--- src/rtl/qtree_pkg.sv ---
// Shared types and default widths for the quadtree search pipeline.
// Level RAM word and level data typedefs are used by the stages around qtree_ram_stage.
package qtree_pkg;

  localparam int DEFAULT_DATA_WIDTH   = 16;
  localparam int DEFAULT_ADDR_WIDTH   = 4;
  localparam int DEFAULT_BYPASS_WIDTH = 1;
  localparam int KEY_WIDTH            = 16;

  // One level RAM word: left, middle and right split keys of a node.
  typedef struct packed {
    logic [KEY_WIDTH-1:0] l;
    logic [KEY_WIDTH-1:0] m;
    logic [KEY_WIDTH-1:0] r;
  } levelRamWord_t;

  typedef struct packed {
    logic [KEY_WIDTH-1:0]          lookup_value;
    logic [DEFAULT_ADDR_WIDTH-1:0] addr;
  } levelData_t;

  function automatic int ramDepth(input int addrWidth);
    return 1 << addrWidth;
  endfunction

endpackage

--- src/rtl/pipe_delay_reg.sv ---
// Optional single register stage for a data word plus its valid bit.
// ENABLE = 0 is a pure wire; ENABLE = 1 adds one cycle with valid reset to 0.
module pipe_delay_reg #(
  parameter int DATA_WIDTH = 8,
  parameter bit ENABLE     = 1'b0
) (
  input  logic                  clk_i,
  input  logic                  rst_i,
  input  logic [DATA_WIDTH-1:0] in_data_i,
  input  logic                  in_valid_i,
  output logic [DATA_WIDTH-1:0] out_data_o,
  output logic                  out_valid_o
);

  generate
    if (ENABLE) begin : g_reg
      logic [DATA_WIDTH-1:0] r_data;
      logic                  r_valid;

      always_ff @(posedge clk_i) begin
        if (rst_i) begin
          r_data  <= '0;
          r_valid <= 1'b0;
        end else begin
          r_data  <= in_data_i;
          r_valid <= in_valid_i;
        end
      end

      assign out_data_o  = r_data;
      assign out_valid_o = r_valid;
    end else begin : g_wire
      logic w_unused;
      assign w_unused    = clk_i ^ rst_i;
      assign out_data_o  = in_data_i;
      assign out_valid_o = in_valid_i;
    end
  endgenerate

endmodule

--- src/rtl/qtree_ram_stage.sv ---
// Lookup-level RAM stage: config write port, registered read port, bypass and valid kept aligned.
// Define QTREE_RAM_WR_FWD_EN to forward same-cycle write data to the read (default is read-first).
module qtree_ram_stage
  import qtree_pkg::*;
#(
  parameter int DATA_WIDTH     = DEFAULT_DATA_WIDTH,
  parameter int ADDR_WIDTH     = DEFAULT_ADDR_WIDTH,
  parameter int BYPASS_WIDTH   = DEFAULT_BYPASS_WIDTH,
  parameter bit OUT_REG_ENABLE = 1'b0
) (
  input  logic                    clk_i,
  input  logic                    rst_i,
  input  logic [ADDR_WIDTH-1:0]   wr_addr_i,
  input  logic [DATA_WIDTH-1:0]   wr_data_i,
  input  logic                    wr_enable_i,
  input  logic [ADDR_WIDTH-1:0]   in_read_addr_i,
  input  logic [BYPASS_WIDTH-1:0] in_bypass_i,
  input  logic                    in_valid_i,
  output logic [DATA_WIDTH-1:0]   out_read_data_o,
  output logic [BYPASS_WIDTH-1:0] out_bypass_o,
  output logic                    out_valid_o
);

  localparam int DEPTH    = ramDepth(ADDR_WIDTH);
  localparam int PIPE_WID = DATA_WIDTH + BYPASS_WIDTH;

  // Contents start at zero but are never touched by reset.
  logic [DATA_WIDTH-1:0]   r_mem [DEPTH] = '{default: '0};

  logic [DATA_WIDTH-1:0]   w_rdWord;
  logic [DATA_WIDTH-1:0]   r_rdData;
  logic [BYPASS_WIDTH-1:0] r_rdBypass;
  logic                    r_rdValid;
  logic [PIPE_WID-1:0]     w_pipeOut;

  always_ff @(posedge clk_i) begin
    if (wr_enable_i) begin
      r_mem[wr_addr_i] <= wr_data_i;
    end
  end

`ifdef QTREE_RAM_WR_FWD_EN
  assign w_rdWord = (wr_enable_i && (wr_addr_i == in_read_addr_i)) ? wr_data_i
                                                                    : r_mem[in_read_addr_i];
`else
  assign w_rdWord = r_mem[in_read_addr_i];
`endif

  // Read happens every cycle; valid only qualifies whether anyone cares.
  always_ff @(posedge clk_i) begin
    if (rst_i) begin
      r_rdData   <= '0;
      r_rdBypass <= '0;
      r_rdValid  <= 1'b0;
    end else begin
      r_rdData   <= w_rdWord;
      r_rdBypass <= in_bypass_i;
      r_rdValid  <= in_valid_i;
    end
  end

  pipe_delay_reg #(
    .DATA_WIDTH (PIPE_WID),
    .ENABLE     (OUT_REG_ENABLE)
  ) u_outReg (
    .clk_i       (clk_i),
    .rst_i       (rst_i),
    .in_data_i   ({r_rdData, r_rdBypass}),
    .in_valid_i  (r_rdValid),
    .out_data_o  (w_pipeOut),
    .out_valid_o (out_valid_o)
  );

  assign out_read_data_o = w_pipeOut[PIPE_WID-1:BYPASS_WIDTH];
  assign out_bypass_o    = w_pipeOut[BYPASS_WIDTH-1:0];

endmodule

--- config.mk ---
export PLATFORM = sky130hd
export DESIGN_NAME = qtree_ram_stage
export DESIGN_NICKNAME = d
export VERILOG_FILES = /design/src/rtl/qtree_pkg.sv /design/src/rtl/pipe_delay_reg.sv /design/src/rtl/qtree_ram_stage.sv
export SDC_FILE = /design/constraint.sdc
export NUM_CORES = 1
export LEC_CHECK = 0
export CORE_ASPECT_RATIO = 1.2
export CORE_UTILIZATION = 58
export DETAILED_ROUTE_END_ITERATION = 10
export PLACE_DENSITY = 0.76
export SLEW_MARGIN = 20
export SYNTH_ARGS = -nofsm -noshare
export SYNTH_HDL_FRONTEND = slang
export SYNTH_HIERARCHICAL = 1
export SYNTH_SLANG_ARGS = --single-unit
--- constraint.sdc ---
create_clock -name clk_i -period 3.5 [get_ports clk_i]
set_clock_uncertainty 0.1 [all_clocks]
set_input_delay 0.7 -clock clk_i [delete_from_list [all_inputs] [get_ports clk_i]]
set_output_delay 0.7 -clock clk_i [all_outputs]
set_load 0.01 [all_outputs]
After elaboration in Yosys (flattened, before gate mapping)
Memory sizes are Yosys's and may differ from the RTL's. A register that Yosys moved wholly into a read port is not among the register bits. Cells that the tools add are included.

RAM bits: 256. Memories kept: 1. Word-level logic and storage cells: 5. Output and inout port bits: 18. Register bits: 2.

Memories: r_mem (depth 16, bits a word 16, read ports 1, clocked after memory_dff 1, write ports 1, RTL line qtree_ram_stage.sv:28) `logic [DATA_WIDTH-1:0] r_mem [DEPTH] = '{default: '0};`.

Muxes and demuxes: 2.

Operators with widths (count): 2-to-1 mux 1 bit (2).

Longest topological paths before layout
Word-level depth: 2. Depth in mapped cells: 7. Depth with buffers taken out: 4.

Hierarchy
The synthesis kept the hierarchy.

By module, submodules not included: qtree_ram_stage (cells each 547, sequential area each 8047.7 µm², times used 1, area each 10453.8 µm²); pipe_delay_reg (cells each 18, sequential area each 0.0 µm², times used 1, area each 135.1 µm²).

Least setup slack after synthesis
OpenSTA, ideal clock, no wires.

Kind: input-to-reg. Start: input port wr_addr_i[2]. End: memory r_mem[0][0] (netlist name) (enable). Data arrival time: 2.271 ns. Path buffers: 0. Setup slack: 0.719 ns. Stages: 2. Setup time: 0.409 ns. Path through: or3b_1 -> nor3_1.

RTL lines: from (decl) (RTL line qtree_ram_stage.sv:13) `input logic [ADDR_WIDTH-1:0] wr_addr_i,`; to (decl) (RTL line qtree_ram_stage.sv:28).

Straight into the memory's write port.

==> reports/results.ini <==
[drt]
vias=5301
remaining_drc_errors=4
dr.pass1.iters=8
drtAntennaViolNets=0
routedWlPerCell_um=24.11
drt-total-wl_mm=20.73
viasPerCell=6.164
drtIter0Drc=551

[final_layout]
num-fill-cells=1108
seqCellArea_um2=8048
layoutNonFillerInstCount=860
multi_input_area_um2=2162
area_growth_syn_to_layout_pct=13.73
n_antenna_cell=0
final_layout_size_suffix_gt1_share_pct=13.13
design_area_um2=12040
nets=649

[worst_setup_path]
crit_path_end_kind=register
cp_max_fo=11
critical_path.startpoint_type=primary input
worstSetupPathType=primary input to register
cp_data_arrival_time_ns=2.67
critPathRequiredTime_ns=3.80
r2r-start=r_mem[3][1]$_DFFE_PP_
critPathLaunch=in_read_addr_i[2]
slowest_delay_ns=0.67
path_cells=clkdlybuf4s50_1 -> nor2b_2 -> buf_4 -> a22oi_1 -> nand3_1 -> nand2_1
slowest_stage=nor2b_2

[place]
gp_congestion=0.7841
dp_slack_ns=0.6129
placedCellCount=812
dp_hpwl_mm=11.98
io_buffers=46
place_area_um2=11160

[run]
maxCapViolations=0

[timing]
fmax_ghz=0.4216
rsz0062_at_grt=false
finalSetupViolations=0
post-route-period-util_pct=67.78
hold_slack_ns=0.5962
drv_slew=0
hold_viol_final=0
finalSetupTns_ns=0
setup_slack_ns=1.128
slew_headroom_pct=43.23
worstMarginPinSlew_ns=0.8484
period_minus_slack_ns=2.372

[global_route]
grt_usage_pct=22.70
antenna_found_initial=0
grt_overflow=0
grt_start_max_net_pins=42
grt_first_pass_wirelength_mm=31.16
grt_pass1_vias=5555

[worst_hold_path]
hp-class=register to register
worstHoldStart=r_mem[14][4]$_DFFE_PP_

[synth]
syn_area_per_cell_um2=18.74
yosysSeqAreaShare_pct=76.00
synth_top_area_share_pct=72.60
ys_types=24
synth_fp_nets=594
yosysTopAreaCell=edfxtp_1
yosys_warnings=6
postSynthCellCount=565
synth_area_leaders=edfxtp_1 (73%), mux2i_1 (10%), a22oi_1 (3.5%)
netlist_area_um2=10590
ys_ff_latch=274

[outcome]
violations=design-rule violations
status=complete, but fails checks

[die]
die_y_um=150.0
row_count=53
core-area_um2=17710
ioPinCount=47
initial_core_util_pct=59.80
die-area_um2=18800
die_w_um=125.3

[pwr]
pwr_density_cell_nw_per_um2=575.1
leakage_nw=4.188
ir_worst_vdd_mv=0.4776

[clock_tree]
clk_latency_ns=0.52
cts_buffers=26
clkSinkCount=274
post_cts_buffers=0
cts_tree=done
postCtsHoldBufs=0
cts_resized=0
cts_root_buf=clkbuf_16
clk_pin_slew_ns=0.06
clockBufferDepth=3
htreeDepth=1

==> final cells by class <==
class / count / share of cell area, %
sequential: 274 / 66.83
multi-input combinational: 244 / 17.95
clock buffer: 36 / 6.057
timing repair buffer: 74 / 5.579
tap: 220 / 2.286
clock inverter: 12 / 1.299
==> sequential cells by signal (all words and copies together) (netlist names) <==
| signal | cells |
|---|---|
| r_mem | 256 |
| r_rdBypass | 1 |
| r_rdData | 16 |
| r_rdValid | 1 |
==> routing by layer <==
metal / GRT usage (%) / wire [µm] / vias to the layer above
met5: 0 / 0 / -
met4: 12.44 / 991 / 0
met3: 3.611 / 1185 / 63
met2: 38.63 / 10420 / 220
met1: 28.20 / 8139 / 2675
li1: - / - / 2343
==> critical path: cells and delay by family <==
kind,cells,cell delay [ns]
AOI/OAI and AO/OA,1,0.11
buffers and inverters,2,0.95
and+or+nand+nor,3,0.90
==> Yosys cell counts, drive strengths merged <==
master,count
nor3,4
or3b,1
buf,45
mux2i,107
clkbuf,2
o21ai,7
a22oi,50
nand3b,2
edfxtp,256
nand2b,2
mux4,14
or2,1
nand3,26
and2,1
nand2,10
nor2,14
nor2b,5
dfxtp,18
==> stage by stage <==
stage	util, %	power, mW
global placement	63.01	4.116
CTS	68.02	6.975
global route	68.02	7.112
detailed placement	63.01	4.131
finish	68.02	6.926
floorplan	-	3.988
==> worst paths after layout <==
check | end | slack [ns] | cells past startpoint
setup reg to reg | r_rdData[1]$_SDFF_PP0_ | 2.04 | 3
hold reg to reg | r_rdData[4]$_SDFF_PP0_ | 0.60 | 4
hold / removal | r_rdData[4]$_SDFF_PP0_ | 0.60 | 4
setup / recovery | r_rdData[8]$_SDFF_PP0_ | 1.13 | 6
==> report_power, final <==
part / switching (mW) / total, mW / leakage, nW / internal (mW)
Combinational: 0.216 / 0.376 / 1.30 / 0.160
Sequential: 0.0224 / 3.68 / 2.46 / 3.66
Clock: 1.12 / 2.87 / 0.428 / 1.75
==> cells by family (layout without fill, tap and decap cells) <==
family	Yosys count	count (layout)	share of synthesized area [%]
and+or+nand+nor	66	66	3.072
muxes	121	121	13.23
AOI/OAI and AO/OA	57	57	3.876
DFF	274	274	76.00
buffers and inverters	47	122	3.817
==> placed cells by master, fill, tap and decap left out <==
cell and instances:
clkbuf_16 27, mux2i_1 107, dfxtp_1 18, and2_4 1, a22oi_1 50, edfxtp_1 256
nand2_1 10, buf_6 1, nor2b_1 3, or2_2 1, clkinv_1 5, nor2_1 13
nand3_1 26, clkdlybuf4s50_1 45, o21ai_1 7, bufinv_16 4, or3b_1 1, nor3_2 4
clkinvlp_4 1, mux4_1 4, clkinv_2 2, nor2b_2 2, buf_4 28, mux4_2 10
nor2_2 1, clkbuf_1 7, nand3b_1 2, clkbuf_8 2, nand2b_1 2
No activity file was read; power rests on OpenSTA's default activity.
